`config.mk`:
```
export PLATFORM = sky130hd
export DESIGN_NAME = vga_value_label
export DESIGN_NICKNAME = d
export VERILOG_FILES = /design/src/rtl/vga_value_label.sv
export SDC_FILE = /design/constraint.sdc
export NUM_CORES = 1
export LEC_CHECK = 0
export BUFFER_PORTS_ARGS = -buffer_cell sky130_fd_sc_hd__buf_2
export CORE_MARGIN = 3
export CORE_UTILIZATION = 46
export CTS_CLUSTER_DIAMETER = 30
export DETAILED_ROUTE_END_ITERATION = 6
export PLACE_DENSITY_LB_ADDON = 0.2
export SLEW_MARGIN = 5
export SYNTH_ARGS = -nofsm -noshare
export SYNTH_HDL_FRONTEND = slang
export SYNTH_SLANG_ARGS = --single-unit
```
`constraint.sdc`:
```
create_clock -name CLK_VGA -period 5.3 [get_ports CLK_VGA]
set_input_delay 1.325 -clock CLK_VGA [delete_from_list [all_inputs] [get_ports CLK_VGA]]
set_output_delay 1.325 -clock CLK_VGA [all_outputs]
set_load 0.05 [all_outputs]
```
`src/rtl/vga_value_label.sv`:
```
// Overlay that renders a per-frame sampled fixed-point value, decimal point and 's' unit
// as a segment-style label; the value is BCD-converted and swapped in atomically.
module vga_value_label #(
    parameter int unsigned X0          = 243,
    parameter int unsigned Y0          = 940,
    parameter int unsigned DIGITS      = 2,
    parameter int unsigned FRAC_DIGITS = 1,
    parameter int unsigned VALUE_W     = 8,
    parameter bit          LZ_BLANK    = 1'b1
) (
    input  logic               CLK_VGA,
    input  logic               RESET,
    input  logic [11:0]        VGA_horzCoord,
    input  logic [11:0]        VGA_vertCoord,
    input  logic [VALUE_W-1:0] VALUE,
    output logic               CONDITION,
    output logic               BUSY,
    output logic               OVERFLOW
);

    localparam int unsigned COORD_W   = 12;
    localparam int unsigned CELL_W    = (DIGITS > 1) ? $clog2(DIGITS) : 1;
    localparam int unsigned BCD_D     = (VALUE_W * 3) / 10 + 1;
    localparam int unsigned BCD_N     = (BCD_D > DIGITS) ? BCD_D : DIGITS;
    localparam int unsigned BCD_W     = 4 * BCD_N;
    localparam int unsigned CNT_W     = $clog2(VALUE_W + 1);
    localparam int unsigned INT_CELLS = DIGITS - FRAC_DIGITS;
    localparam int unsigned DP_X      = X0 + 10 * INT_CELLS - 3;
    localparam int unsigned S_X       = X0 + 10 * DIGITS + 8;

    typedef enum logic [1:0] {IDLE, CONV, LOAD} state_t;

    state_t                  state_q, state_d;
    logic [VALUE_W-1:0]      sh_q, sh_d;
    logic [BCD_W-1:0]        bcd_q, bcd_d, adj_c;
    logic [CNT_W-1:0]        cnt_q, cnt_d;
    logic [DIGITS-1:0][3:0]  shown_q, shown_d;
    logic                    ovf_q, ovf_d;
    logic                    busy_q;
    logic                    prev_zero_q;
    logic                    zero_c, frame_start_c, upper_nz_c;

    logic [CELL_W-1:0]       cell_q, cell_d;
    logic [2:0]              dx_q, dx_d;
    logic [3:0]              dy_q, dy_d;
    logic                    cell_hit_q, cell_hit_d;
    logic                    dp_hit_q, dp_hit_d;
    logic                    s_hit_q, s_hit_d;
    logic                    cond_q, cond_d;

    logic                    y_in_c, s_in_c;
    logic [1:0]              s_col_c;
    logic [3:0]              s_mask_c;
    logic [3:0]              digit_c;
    logic                    blank_c, lead_c;
    logic [6:0]              segs_c, geo_c;

    assign zero_c        = (VGA_horzCoord == '0) && (VGA_vertCoord == '0);
    assign frame_start_c = zero_c && !prev_zero_q;

    // Conversion FSM: latch, shift-add-3 one bit per cycle, then publish.
    always_comb begin
        state_d    = state_q;
        sh_d       = sh_q;
        bcd_d      = bcd_q;
        cnt_d      = cnt_q;
        shown_d    = shown_q;
        ovf_d      = ovf_q;
        adj_c      = bcd_q;
        upper_nz_c = 1'b0;
        for (int unsigned k = 0; k < BCD_N; k++) begin
            if (bcd_q[4*k +: 4] >= 4'd5) adj_c[4*k +: 4] = bcd_q[4*k +: 4] + 4'd3;
        end
        for (int unsigned k = DIGITS; k < BCD_N; k++) begin
            upper_nz_c = upper_nz_c | (|bcd_q[4*k +: 4]);
        end
        case (state_q)
            IDLE: begin
                if (frame_start_c) begin
                    state_d = CONV;
                    sh_d    = VALUE;
                    bcd_d   = '0;
                    cnt_d   = '0;
                end
            end
            CONV: begin
                bcd_d = (adj_c << 1) | BCD_W'(sh_q[VALUE_W-1]);
                sh_d  = sh_q << 1;
                cnt_d = cnt_q + CNT_W'(1);
                if (cnt_q == CNT_W'(VALUE_W - 1)) state_d = LOAD;
            end
            LOAD: begin
                for (int unsigned i = 0; i < DIGITS; i++) begin
                    shown_d[i] = bcd_q[4*(DIGITS-1-i) +: 4];
                end
                ovf_d   = upper_nz_c;
                state_d = IDLE;
            end
            default: state_d = IDLE;
        endcase
    end

    // Stage 1: locate the pixel inside a digit cell, the DP or the 's' glyph.
    always_comb begin
        cell_d     = '0;
        dx_d       = '0;
        cell_hit_d = 1'b0;
        y_in_c     = (VGA_vertCoord >= COORD_W'(Y0)) && (VGA_vertCoord <= COORD_W'(Y0 + 10));
        dy_d       = 4'(VGA_vertCoord - COORD_W'(Y0));
        for (int unsigned i = 0; i < DIGITS; i++) begin
            if (VGA_horzCoord >= COORD_W'(X0 + 10*i) && VGA_horzCoord <= COORD_W'(X0 + 10*i + 4)) begin
                cell_d     = CELL_W'(i);
                dx_d       = 3'(VGA_horzCoord - COORD_W'(X0 + 10*i));
                cell_hit_d = y_in_c;
            end
        end
        dp_hit_d = (FRAC_DIGITS != 0) && (VGA_horzCoord == COORD_W'(DP_X))
                   && (VGA_vertCoord == COORD_W'(Y0 + 10));
        s_in_c   = y_in_c && (VGA_vertCoord >= COORD_W'(Y0 + 4))
                   && (VGA_horzCoord >= COORD_W'(S_X)) && (VGA_horzCoord <= COORD_W'(S_X + 3));
        s_col_c  = 2'(VGA_horzCoord - COORD_W'(S_X));
        case (dy_d)
            4'd4, 4'd7, 4'd10: s_mask_c = 4'b0110;
            4'd5, 4'd9:        s_mask_c = 4'b1001;
            4'd6:              s_mask_c = 4'b0001;
            4'd8:              s_mask_c = 4'b1000;
            default:           s_mask_c = 4'b0000;
        endcase
        s_hit_d = s_in_c && s_mask_c[s_col_c];
    end

    // Stage 2: segment lookup for the selected cell, with dash and zero blanking.
    always_comb begin
        digit_c = '0;
        blank_c = 1'b0;
        lead_c  = 1'b1;
        for (int unsigned i = 0; i < DIGITS; i++) begin
            if (shown_q[i] != 4'd0) lead_c = 1'b0;
            if (cell_q == CELL_W'(i)) begin
                digit_c = shown_q[i];
                blank_c = LZ_BLANK && lead_c && (i + 1 < INT_CELLS);
            end
        end
        case (digit_c)
            4'd0:    segs_c = 7'b1111110;
            4'd1:    segs_c = 7'b0110000;
            4'd2:    segs_c = 7'b1101101;
            4'd3:    segs_c = 7'b1111001;
            4'd4:    segs_c = 7'b0110011;
            4'd5:    segs_c = 7'b1011011;
            4'd6:    segs_c = 7'b1011111;
            4'd7:    segs_c = 7'b1110000;
            4'd8:    segs_c = 7'b1111111;
            4'd9:    segs_c = 7'b1111011;
            default: segs_c = 7'b0000000;
        endcase
        if (ovf_q)        segs_c = 7'b0000001;
        else if (blank_c) segs_c = 7'b0000000;
        geo_c[6] = (dy_q == 4'd0);
        geo_c[5] = (dx_q == 3'd4) && (dy_q <= 4'd5);
        geo_c[4] = (dx_q == 3'd4) && (dy_q >= 4'd5);
        geo_c[3] = (dy_q == 4'd10);
        geo_c[2] = (dx_q == 3'd0) && (dy_q >= 4'd5);
        geo_c[1] = (dx_q == 3'd0) && (dy_q <= 4'd5);
        geo_c[0] = (dy_q == 4'd5);
        cond_d   = (cell_hit_q && (|(segs_c & geo_c))) || dp_hit_q || s_hit_q;
    end

    always_ff @(posedge CLK_VGA or posedge RESET) begin
        if (RESET) begin
            state_q     <= IDLE;
            sh_q        <= '0;
            bcd_q       <= '0;
            cnt_q       <= '0;
            shown_q     <= '0;
            ovf_q       <= 1'b0;
            busy_q      <= 1'b0;
            prev_zero_q <= 1'b0;
            cell_q      <= '0;
            dx_q        <= '0;
            dy_q        <= '0;
            cell_hit_q  <= 1'b0;
            dp_hit_q    <= 1'b0;
            s_hit_q     <= 1'b0;
            cond_q      <= 1'b0;
        end else begin
            state_q     <= state_d;
            sh_q        <= sh_d;
            bcd_q       <= bcd_d;
            cnt_q       <= cnt_d;
            shown_q     <= shown_d;
            ovf_q       <= ovf_d;
            busy_q      <= (state_d != IDLE);
            prev_zero_q <= zero_c;
            cell_q      <= cell_d;
            dx_q        <= dx_d;
            dy_q        <= dy_d;
            cell_hit_q  <= cell_hit_d;
            dp_hit_q    <= dp_hit_d;
            s_hit_q     <= s_hit_d;
            cond_q      <= cond_d;
        end
    end

    assign CONDITION = cond_q;
    assign BUSY      = busy_q;
    assign OVERFLOW  = ovf_q;

endmodule

```
# ---- Word-level counts from Yosys, hierarchy flattened
# Memory sizes are Yosys's and may differ from the RTL's.
# Index checks and enable logic that the tools add are counted.
dict set report classes {
  eq_ne 16
  bitwise 2
  magnitude_cmp 15
  mux 22
  n_reduce_logical 30
  add_sub_neg 8
}
# operator count
set op_table {}
lappend op_table {{$eq A4 B3 Y1 const B} 6}
lappend op_table {{$ge A12 B10 Y1 const B} 2}
lappend op_table {{$ge A12 B8 Y1 const B} 2}
lappend op_table {{$le A12 B9 Y1 const B} 2}
lappend op_table {{$logic_not A12 Y1} 2}
lappend op_table {{$pmux W12 S2} 1}
lappend op_table {{$eq A4 B4 Y1 const B} 4}
lappend op_table {{$ge A4 B3 Y1 const B} 4}
lappend op_table {{$mux W4} 4}
lappend op_table {{$pmux W4 S4} 1}
lappend op_table {{$pmux W8 S2} 1}
lappend op_table {{$logic_and A1 B1 Y1} 15}
lappend op_table {{$eq A12 B10 Y1 const B} 1}
lappend op_table {{$eq A12 B8 Y1 const B} 1}
lappend op_table {{$ge A12 B9 Y1 const B} 1}
lappend op_table {{$le A12 B10 Y1 const B} 1}
lappend op_table {{$le A12 B8 Y1 const B} 1}
lappend op_table {{$mux W12} 1}
lappend op_table {{$or A12 B1 Y12} 1}
lappend op_table {{$mux W3} 3}
lappend op_table {{$add A4 B2 Y4 const B} 2}
lappend op_table {{$mux W8} 1}
lappend op_table {{$pmux W4 S2} 1}
lappend op_table {{$and A7 B7 Y7} 1}
lappend op_table {{28 further kinds} 34}
dict set report totals {
  reg_bits 49
  memories 1
  wordCells 110
  output_inout_bits 3
  romBits 112
  inputBits 34
}
# memory depth width rd rd_ports_with_merged_regs write_ports line_no
set memory_table {}
lappend memory_table {{(name not given)} 16 7 1 0 0 144} ;# case (digit_c)

# ---- Longest topological paths before layout
# Gate-level depths: netlist of the first run.
# An unclocked memory read counts as a cell.
dict set report depth {
  word_depth 8
  depth_mapped 12
  depth_no_buf 11
}

# ---- Worst setup path after synthesis of the first run
# Ideal clock, no wire load.
dict set report synth_timing {
  kind {input to register}
  start {input port VGA_vertCoord[3]}
  end {register bcd_q[3]}
  slack_ns 2.613
  cell_stages 10
  t_required_ns 5.178
  setup_ns 0.122
  arrival_ns 2.565
  path_buffers 1
  cell_sequence {inv_1 ha_1 nor4b_2 nand4_1 nor4_2 buf_4 nor2_4 clkinv_2 o31ai_1 a32o_1}
}
dict set report synth_between {
  elab_chain_cells 5
}
# element line_no
set synth_rtl {}
lappend synth_rtl {{start: declaration} 14} ;# input logic [11:0] VGA_vertCoord,
lappend synth_rtl {{$logic_not A12 Y1} 58} ;# assign zero_c = (VGA_horzCoord == '0) && (VGA_vertCoord == '0);
lappend synth_rtl {{$logic_and A1 B1 Y1} 58}
lappend synth_rtl {{$logic_and A1 B1 Y1} 59} ;# assign frame_start_c = zero_c && !prev_zero_q;
lappend synth_rtl {{$ne A2 B2 Y1 (no source line)} n/a}
lappend synth_rtl {{$reduce_and A2 Y1 (no source line)} n/a}
lappend synth_rtl {{end signal: assignment} 173} ;# bcd_q <= '0;
lappend synth_rtl {{end signal: assignment} 189} ;# bcd_q <= bcd_d;
lappend synth_rtl {{end: declaration} 35} ;# logic [BCD_W-1:0] bcd_q, bcd_d, adj_c;
# No other way between the ends.
# A chain may end at the register's enable or synchronous reset.

# ---- Worst setup path in the final report of the first run
dict set report layout_timing {
  start {input port VGA_horzCoord[0]}
  end {register bcd_q[7]}
}
dict set report layout_between {
  elab_chain_cells 5
}
# element line_no
set layout_rtl {}
lappend layout_rtl {{start: declaration} 13} ;# input logic [11:0] VGA_horzCoord,
lappend layout_rtl {{$logic_not A12 Y1} 58}
lappend layout_rtl {{$logic_and A1 B1 Y1} 58}
lappend layout_rtl {{$logic_and A1 B1 Y1} 59}
lappend layout_rtl {{$ne A2 B2 Y1 (no source line)} n/a}
lappend layout_rtl {{$reduce_and A2 Y1 (no source line)} n/a}
# No other way between the ends.

==> results of run 1 <==
==> through the flow <==
stage / std cells / instance area (um^2)
2_1_floorplan: 316 / 2988
3_3_place_gp: 418 / 3223
3_5_place_dp: 418 / 3223
4_1_cts: 425 / 3304
5_1_grt: 425 / 3304
6_report: 425 / 3304
==> worst min-delay path, cell delays in order (launching register included) <==
cell      delay, ns
dfrtp_1        0.34
a311oi_1       0.04
nand2_1        0.05
==> cells by family (layout without fill, tap and decap cells) <==
logic type / after synthesis / in the layout / share of synthesized area [%]
compound gates: 80 / 80 / 17.09
xor+xnor: 5 / 5 / 1.466
fa+ha+maj: 21 / 21 / 8.794
buf+inv: 27 / 61 / 4.020
flops: 49 / 49 / 41.04
mux: 17 / 17 / 6.323
simple gates: 117 / 117 / 21.27
==> registers in the layout (all words and copies together), names as in the netlist, 2 cells and up <==
| name | count |
|---|---|
| sh_q | 8 |
| state_q | 2 |
| shown_q | 8 |
| dx_q | 3 |
| cnt_q | 4 |
| dy_q | 4 |
| bcd_q | 12 |
==> cells in the final DEF, fill, tap and decap left out, drive strengths merged, types with 2 or more instances in the layout <==
| master | Yosys | layout |
|---|---|---|
| dfrtp | 49 | 49 |
| nand2 | 41 | 41 |
| nor2 | 21 | 21 |
| nor2b | 2 | 2 |
| nand2b | 9 | 9 |
| nor4b | 2 | 2 |
| mux2 | 5 | 5 |
| nand3b | 2 | 2 |
| xnor2 | 5 | 5 |
| and2 | 3 | 3 |
| o21ai | 25 | 25 |
| clkinv | 1 | 2 |
| o211ai | 2 | 2 |
| nor3 | 10 | 10 |
| nor3b | 2 | 2 |
| o21a | 3 | 3 |
| nand3 | 6 | 6 |
| a311oi | 2 | 2 |
| and3 | 2 | 2 |
| inv | 16 | 16 |
| o31ai | 5 | 5 |
| a32o | 3 | 3 |
| mux2i | 12 | 12 |
| nor4 | 4 | 4 |
| a21oi | 15 | 15 |
| clkbuf | 5 | 6 |
| nand4 | 4 | 4 |
| nand4b | 3 | 3 |
| ha | 21 | 21 |
| buf | 5 | 37 |
| a211oi | 4 | 4 |
| o22ai | 9 | 9 |
==> path summary, 6_finish.rpt <==
check | to | slack, ns | depth (start not counted)
setup / recovery | bcd_q[7]$_DFFE_PP0P_ | 2.02 | 11
max in group asynchronous | shown_q[1]$_DFFE_PP0N_ | 3.43 | 2
min in group asynchronous | sh_q[3]$_DFFE_PP0P_ | 1.24 | 2
hold reg to reg | CONDITION$_DFF_PP0_ | 0.46 | 2
hold / removal | CONDITION$_DFF_PP0_ | 0.46 | 2
setup reg to reg | CONDITION$_DFF_PP0_ | 2.98 | 7
==> power by group through the flow <==
stage | clock network (mW) | registers, mW | logic [mW]
finish | 0.209 | 0.378 | 0.0559
global route | 0.231 | 0.379 | 0.0629
CTS | 0.217 | 0.378 | 0.0563
detailed placement | 0 | 0.386 | 0.0561
global placement | 0 | 0.385 | 0.0552
floorplan | 0 | 0.385 | 0.0307
==> metal layers <==
layer  global-route usage [%]  routed length, um
met3                    3.042                205
met2                    28.03               2859
met5                        0                  0
met1                    24.15               2903
met4                    6.091                102
==> area by class of cell <==
type | instances | area, um^2
flip-flops and latches | 49 | 1226
clock inverters | 1 | 8.758
inverters | 17 | 65.06
multi-input cells | 240 | 1650
fillers | 560 | 2791
well taps | 75 | 93.84
repair buffers | 37 | 187.7
clock buffers | 6 | 72.57
==> impl_results.md, run 1 <==
* Outcome: complete, no violations
* Largest cells by area after synthesis: dfrtp_1 (41%), ha_1 (8.8%), nand2_1 (5.0%), mux2i_1 (3.7%), a21oi_1 (2.5%)
* Initial antenna violation count at 0
* I/O pin cnt at 37
* Max Freq at 305.3 MHz
* Min-Delay Path Class: flip-flop to flip-flop
* Setup CP Type: input port to flip-flop
* Top cell type's share of synthesized area at 41.04%
* Pwr Total at 0.6431 mW
* H-tree levels at 2
* Ys async rst share at 100.0%
* DR pass1 iterations at 4
* Grt ovf at 0
* Final hold vios at 0
* Post-synth top cells: dfrtp_1 (49), nand2_1 (40), ha_1 (21), nor2_1 (20)
* Vias per Instance at 5.508
* Fin util at 54.21%
* DIE HEIGHT at 86.60 um
* Mean Syn Cell Area at 9.455 um^2
* Rel. slew slack at 34.67%
* Sequential fraction of design power at 58.8%
* Leak at 1.501 nW
* Drt total wl at 6071 um
* Critical Path AT at 3.46 ns
* Setup_tns at 0 ns
* Placeable Area at 6096 um^2
* Post-synth EDFFs at 0
* Port Buffers at 36
* Mapped Area at 2988 um^2
* Yosys top cell by area: dfrtp_1
* Initial Util at 49.01%
* Initial DRC Count at 118
* Critical-path top delay cell: nor4_4
* Post-route ant nets at 0
* HPWL after DPL at 4620 um
* Share of layout cells above drive strength 1 at 17.43%
* Slew @ Worst Pin at 0.9786 ns
* Clk network pwr share at 32.5%
* Post-Syn Nets at 371
* Seq/Total Area, Yosys at 41.04%
* Worst path bufs/invs at 4
* Kind of cell adding the most delay to the critical path: simple AND/OR/NAND/NOR gates
* Yosys reg bits at 49
* Routed len/inst at 14.28 um
* Synthesized instance count at 316
* Min Tclk post-route at 3.276 ns
* CP peak stage delay at 0.57 ns
* Synth cell types at 61
* Combinational share of power at 8.7%
* Period utilization at 61.81%
* Post-cts hold buffer count at 0
* Vias in the first global route at 2,300
* TritonCTS buffer count at 5
* Endpoints failing setup at 0
* Vias at 2,341
* Fin Hold WS at 0.4585 ns
* Gr usage total at 17.57%
* CP Launch Point: VGA_horzCoord[0]
* Switching part of the total at 23.95%
* Post-CTS Setup Inserts at 0
* Min-Delay Startpoint: s_hit_q$_DFF_PP0_
* Routability cong. at 0.8505
* Die area at 7499 um^2
* Layout Skew at 0.01141 ns
* Startpoint class of the critical path: input port
* Critical Path Fanout Max at 12
* Final WS setup at 2.024 ns
* Cell-internal power at 0.4891 mW
* Critical R2R Launch: cell_q$_DFF_PP0_
* Power per standard cell area at 194.6 nW/um^2
* Ys Warns at 0
* DRC at 0
* Nets at 405
* Max-Cap Viols at 0
* Clk slew on worst S/H paths at 0.09 ns
* Syn-to-layout area delta at 10.59%
* Die Width at 86.60 um
* CTS tree: yes
* CTS Buffer Depth at 2
* Psw at 0.1541 mW
* CTS Sinks at 49
* Worst Path Required at 5.49 ns
* RSZ-0062 raised after global routing: no
* Largest net degree at the start of global routing at 50
* Clock Latency Late Sink at 0.30 ns
* Top_reg_cell synth: dfrtp_1
* Root buffer cell: clkbuf_8
* Top-count cell post-synth: dfrtp_1
* Cells along the critical path: buf_2 > inv_1 > ha_1 > nor2b_1 > nand4_1 > nor4_4 > buf_4 > nor2_4 > clkinv_2 > o31ai_1 > a32o_1
* Num rows at 28
* Final slew viol count at 0
* DP Worst Slack at 1.707 ns
* Number of diodes at 0
* First-pass GRT wire length at 10,590 um
* CTS resizes at 0
* Maximum VDD drop at 0.0001279 V
* Worst setup EP type: flip-flop
Power figures use the tool's default switching activity.
==> run 2, diff against run 1 <==
clock period = 3.15 ns   (was 5.3 ns; I/O delays follow)
==> impl_results.md, run 2 (same netlist as run 1, synthesis figures left out) <==
* Post-cts hold buffer count at 0 (unchanged)
* Period utilization at 73.28%
* Biggest register: bcd_q
* Wire length on met2 at 2738 um (-4.2%)
* Fin Hold WS at 0.4712 ns (+0.01267 ns)
* Top Registers: bcd_q (12), sh_q (8), shown_q (8)
* Placed cell area at 3231 um^2 (+0.23%)
* Grt ovf at 0 (unchanged)
* DP Worst Slack at 0.5266 ns (-1.180 ns)
* FILL cells at 573 (+2.3%)
* Die area at 7499 um^2 (unchanged)
* CP peak stage delay at 0.32 ns (-0.25 ns)
* Largest net degree at the start of global routing at 50 (unchanged)
* Detail Route met3 WL at 211 um (+2.9%)
* Kind of cell adding the most delay to the critical path: buffers and inverters
* Initial Util at 49.01% (unchanged)
* Critical R2R Launch: cell_q$_DFF_PP0_
* Placeable Area at 6096 um^2 (unchanged)
* Critical Path AT at 2.50 ns (-0.96 ns)
* Rel. slew slack at 33.10% (-1.6 points)
* CTS Sinks at 49 (unchanged)
* Initial antenna violation count at 0 (unchanged)
* Startpoint class of the critical path: input port
* Max-Cap Viols at 0 (unchanged)
* Vias in the first global route at 2,225 (-3.3%)
* Largest register FFs at 12 (unchanged)
* Inst Count DP at 419 (+0.24%)
* Syn-to-layout area delta at 12.73%
* TritonCTS buffer count at 5 (unchanged)
* Initial DRC Count at 67 (-43%)
* Leak at 1.534 nW (+2.2%)
* First-pass GRT wire length at 10,290 um (-2.8%)
* Die Width at 86.60 um (unchanged)
* Worst setup EP type: flip-flop
* Routability cong. at 0.8282 (-2.6%)
* Min-Delay Startpoint: cnt_q[3]$_DFFE_PP0P_
* Final WS setup at 0.8418 ns (-1.182 ns)
* CTS Buffer Depth at 2 (unchanged)
* Vias at 2,361 (+0.85%)
* M1 WL at 3017 um (+3.9%)
* Commonest non-fill, non-tap cell in the layout: dfrtp_1
* Clk slew on worst S/H paths at 0.10 ns (about the same)
* HPWL after DPL at 4542 um (-1.7%)
* Maximum VDD drop at 0.0002800 V (+120%)
* Cells along the critical path: buf_2 > inv_1 > ha_1 > nor2b_1 > nand4_1 > nor4_4 > buf_4 > nor2_4 > clkinv_2 > o31ai_1 > a32o_1
* Routed len/inst at 14.12 um (-1.2%)
* DRC at 0 (unchanged)
* Highest metal used: met4
* Min Tclk post-route at 2.308 ns
* Clock Latency Late Sink at 0.30 ns (about the same)
* Cell area after layout at 3368 um^2 (+1.9%)
* Nets at 406 (+0.25%)
* Min-Delay Path Class: flip-flop to flip-flop
* Drt total wl at 6028 um (-0.71%)
* Endpoints failing setup at 0 (unchanged)
* DR pass1 iterations at 5 (+1)
* Layout Skew at 0.01031 ns (-0.001103 ns)
* Setup_tns at 0 ns (unchanged)
* Port Buffers at 36 (unchanged)
* Critical-path top delay cell: buf_4
* Vias per Instance at 5.529 (+0.38%)
* Layout Cells excl Fill at 427 (+0.47%)
* CTS resizes at 0 (unchanged)
* Outcome: complete, no violations
* Gr usage total at 16.95% (-0.61 points)
* Worst path bufs/invs at 4 (unchanged)
* RSZ-0062 raised after global routing: no
* Pwr Total at 1.263 mW (+96%)
* Slew @ Worst Pin at 1.002 ns (+0.02348 ns)
* Num rows at 28 (unchanged)
* Root buffer cell: clkbuf_8
* Critical Path Fanout Max at 19 (+7)
* Post-CTS Setup Inserts at 0 (unchanged)
* H-tree levels at 2 (unchanged)
* Final slew viol count at 0 (unchanged)
* Worst Path Required at 3.35 ns (-2.14 ns)
* Reg area at 1226 um^2 (unchanged)
* Area occupied by multi-input gates at 1650 um^2 (unchanged)
* Power per standard cell area at 375.1 nW/um^2 (+93%)
* I/O pin cnt at 37 (unchanged)
* CTS tree: yes
* Share of layout cells above drive strength 1 at 18.18% (+0.75 points)
* Final hold vios at 0 (unchanged)
* Worst reg-to-reg setup slack at 0.87 ns (-2.11 ns)
* Setup CP Type: input port to flip-flop
* Number of diodes at 0 (unchanged)
* CP Launch Point: VGA_horzCoord[0]
* DIE HEIGHT at 86.60 um (unchanged)
* Post-route ant nets at 0 (unchanged)
* Max Freq at 433.2 MHz
* Fin util at 55.25% (+1.0 points)
* Most frequent cells in the layout: dfrtp_1 (49), nand2_1 (40), buf_2 (36)
[run 2: changes by cell type in the layout (fill, tap and decap cells not counted), sizes merged]
cell    change
bufinv      +2
clkinv      -1
inv         +1
clkbuf      -1
buf         +1
[run 2: worst register-to-register path, stage by stage, from the launching register on]
cell and delay, ns:
dfrtp_1 0.55, mux2i_1 0.52, ha_1 0.33, or2_0 0.22, a21oi_1 0.15, o32ai_1 0.09, o31ai_1 0.24, nand2_1 0.07
[run 2: worst paths after layout]
| check | endpoint | cells after the start |
|---|---|---|
| min | cnt_q[3]$_DFFE_PP0P_ | 1 |
| min reg2reg | cnt_q[3]$_DFFE_PP0P_ | 1 |
| min in group asynchronous | sh_q[4]$_DFFE_PP0P_ | 2 |
| max | bcd_q[7]$_DFFE_PP0P_ | 11 |
| max in group asynchronous | shown_q[4]$_DFFE_PP0N_ | 2 |
| max reg2reg | CONDITION$_DFF_PP0_ | 7 |
[run 2: final cells by class]
type / instances / area share (%)
clock buffers: 5 / 2.043
clock inverters: 3 / 2.043
inverters: 17 / 1.932
multi-input cells: 240 / 49.00
flip-flops and latches: 49 / 36.40
well taps: 75 / 2.786
repair buffers: 38 / 5.795
[run 2: per-layer routing]
metal / global-route usage (%) / vias to the layer above
met5: 0 / -
met4: 4.674 / 0
met3: 3.422 / 7
met2: 26.98 / 39
met1: 23.57 / 1104
li1: - / 1211
[run 2: where the power goes]
| part | internal, mW | switching [mW] | total (mW) |
|---|---|---|---|
| clock | 0.320 | 0.214 | 0.533 |
| combinational | 0.0367 | 0.0566 | 0.0933 |
| sequential | 0.632 | 0.00486 | 0.637 |
| total | 0.988 | 0.275 | 1.26 |
==> run 3, diff against run 2 <==
clock period = 2 ns   (was 3.15 ns; I/O delays follow)
==> impl_results.md, run 3 (same netlist as run 1, synthesis figures left out) <==
* Vias in the first global route at 2,549 (+15%)
* Worst Path Required at 2.19 ns (-1.16 ns)
* Most frequent cells in the layout: dfrtp_1 (48), buf_4 (44), nand2_1 (40)
* Biggest register: bcd_q
* Gr usage total at 19.36% (+2.4 points)
* Number of diodes at 0 (unchanged)
* Routed len/inst at 14.52 um (+2.8%)
* CTS tree: yes
* Setup CP Type: flip-flop to flip-flop
* Worst setup EP type: flip-flop
* Die area at 7499 um^2 (unchanged)
* Initial antenna violation count at 0 (unchanged)
* Clock Latency Late Sink at 0.31 ns (about the same)
* Power per standard cell area at 513.1 nW/um^2 (+37%)
* Largest register FFs at 12 (unchanged)
* Min Tclk post-route at 1.917 ns
* Max-Cap Viols at 0 (unchanged)
* Rel. slew slack at 64.87% (+32 points)
* Num rows at 28 (unchanged)
* TritonCTS buffer count at 5 (unchanged)
* Root buffer cell: clkbuf_8
* CTS Buffer Depth at 2 (unchanged)
* DRC at 0 (unchanged)
* Period utilization at 95.83%
* Nets at 450 (+11%)
* Critical Path Fanout Max at 5 (-14)
* Clk slew on worst S/H paths at 0.09 ns (about the same)
* Worst reg-to-reg setup slack at 0.08 ns (-0.79 ns)
* Cells along the critical path: mux2i_4 > ha_4 > or2_0 > a21oi_1 > o32ai_1 > o31ai_1 > nand2_1
* Leak at 1.739 nW (+13%)
* Largest net degree at the start of global routing at 24 (-52%)
* Max Freq at 521.8 MHz
* Setup_tns at 0 ns (unchanged)
* RR Endpoint: CONDITION$_DFF_PP0_
* Final hold vios at 0 (unchanged)
* Post-route ant nets at 0 (unchanged)
* DR pass1 iterations at 4 (-1)
* Placed cell area at 3558 um^2 (+10%)
* First-pass GRT wire length at 11,660 um (+13%)
* Top Registers: bcd_q (12), sh_q (8), shown_q (8)
* Critical R2R Launch: cell_q$_DFF_PP0_
* Drt total wl at 6837 um (+13%)
* H-tree levels at 2 (unchanged)
* CP Launch Point: cell_q$_DFF_PP0_
* Vias per Instance at 5.577 (+0.87%)
* Grt ovf at 0 (unchanged)
* Routability cong. at 0.8273 (-0.11%)
* Initial DRC Count at 104 (+55%)
* Commonest non-fill, non-tap cell in the layout: dfrtp_1
* Vias at 2,627 (+11%)
* CP peak stage delay at 0.44 ns (+0.12 ns)
* CTS Sinks at 49 (unchanged)
* Fin util at 61.82% (+6.6 points)
* Endpoints failing setup at 0 (unchanged)
* Final slew viol count at 0 (unchanged)
* Port Buffers at 36 (unchanged)
* Syn-to-layout area delta at 26.13%
* Die Width at 86.60 um (unchanged)
* Startpoint class of the critical path: flip-flop
* Share of layout cells above drive strength 1 at 30.05% (+12 points)
* DIE HEIGHT at 86.60 um (unchanged)
* Cell area after layout at 3769 um^2 (+12%)
* I/O pin cnt at 37 (unchanged)
* Slew @ Worst Pin at 0.5269 ns (-0.4752 ns)
* Initial Util at 49.01% (unchanged)
* HPWL after DPL at 5303 um (+17%)
* Maximum VDD drop at 0.0004216 V (+51%)
* Worst Reg2Reg Path Length in Cells at 7 (unchanged)
* Outcome: complete, no violations
* Layout Skew at 0.008286 ns (-0.002023 ns)
* Min-Delay Path Class: input port to async pin
* Critical-path top delay cell: dfrtp_2
* Critical Path AT at 2.11 ns (-0.39 ns)
* Placeable Area at 6096 um^2 (unchanged)
-- run 3: cell count changes in the layout (fill, tap and decap cells not counted), sizes merged --
cell	delta
clkinvlp	+1
bufinv	-1
inv	-1
mux2i	+1
buf	+43
clkbuf	+1
-- run 3: how the worst max path moves through the flow --
stage / endpoint / slack (ns) / cells past startpoint
finish: CONDITION$_DFF_PP0_ / 0.08 / 7
global route: CONDITION$_DFF_PP0_ / -0.07 / 7
CTS: CONDITION$_DFF_PP0_ / 0.005 / 11
detailed placement: sh_q[7]$_DFFE_PP0P_ / -0.15 / 9
global placement: sh_q[6]$_DFFE_PP0P_ / -0.07 / 9
floorplan: CONDITION$_DFF_PP0_ / 0.04 / 8
-- run 3: power by group --
group / switching, mW / leakage (nW) / internal (mW)
Sequential: 0.00826 / 0.569 / 0.995
Clock: 0.336 / 0.0574 / 0.407
Combinational: 0.0985 / 1.11 / 0.0895
Total: 0.442 / 1.74 / 1.49
-- run 3: per-stage QoR --
stage	worst slack (ns)	total power, mW	instances	hold WS [ns]
2_1_floorplan	0.03929	1.102	316	0.4175
3_5_place_dp	-0.1468	1.210	461	0.4360
6_report	0.08343	1.934	471	0.1481
3_3_place_gp	-0.07100	1.204	461	0.4414
4_1_cts	0.004712	1.950	470	0.1532
5_1_grt	-0.07317	2.020	471	0.1575
-- run 3: layout make-up --
cell class                 count  area [um^2]
clock inverter                 2        37.54
clock buffer                   6        82.58
tap                           75        93.84
multi-input combinational    241         1729
sequential                    49         1227
timing repair buffer          81        530.5
fill                         530         2327
inverter                      17        67.56
-- run 3: critical path, delay by kind of cell, from the launching register on --
kind	cells	cell delay, ns
compound gates	3	0.50
flops	1	0.44
mux	1	0.33
simple gates	2	0.30
fa+ha+maj	1	0.25
-- run 3: timing repair --
| action | in CTS | in global routing |
|---|---|---|
| setup endpoints to repair | 1 | 1 |
| setup buffers | 1 | 0 |
| pin swaps | 1 | 6 |
| resized for setup | 1 | 14 |
| cloned | 0 | 1 |
| hold buffers | 0 | 0 |
-- run 3: routing by layer --
layer / wire length, um / vias up / GRT usage, %
li1: - / 1300 / -
met1: 3159 / 1268 / 25.64
met2: 3399 / 54 / 32.27
met3: 226 / 5 / 4.658
met4: 51 / 0 / 4.249
met5: 0 / - / 0
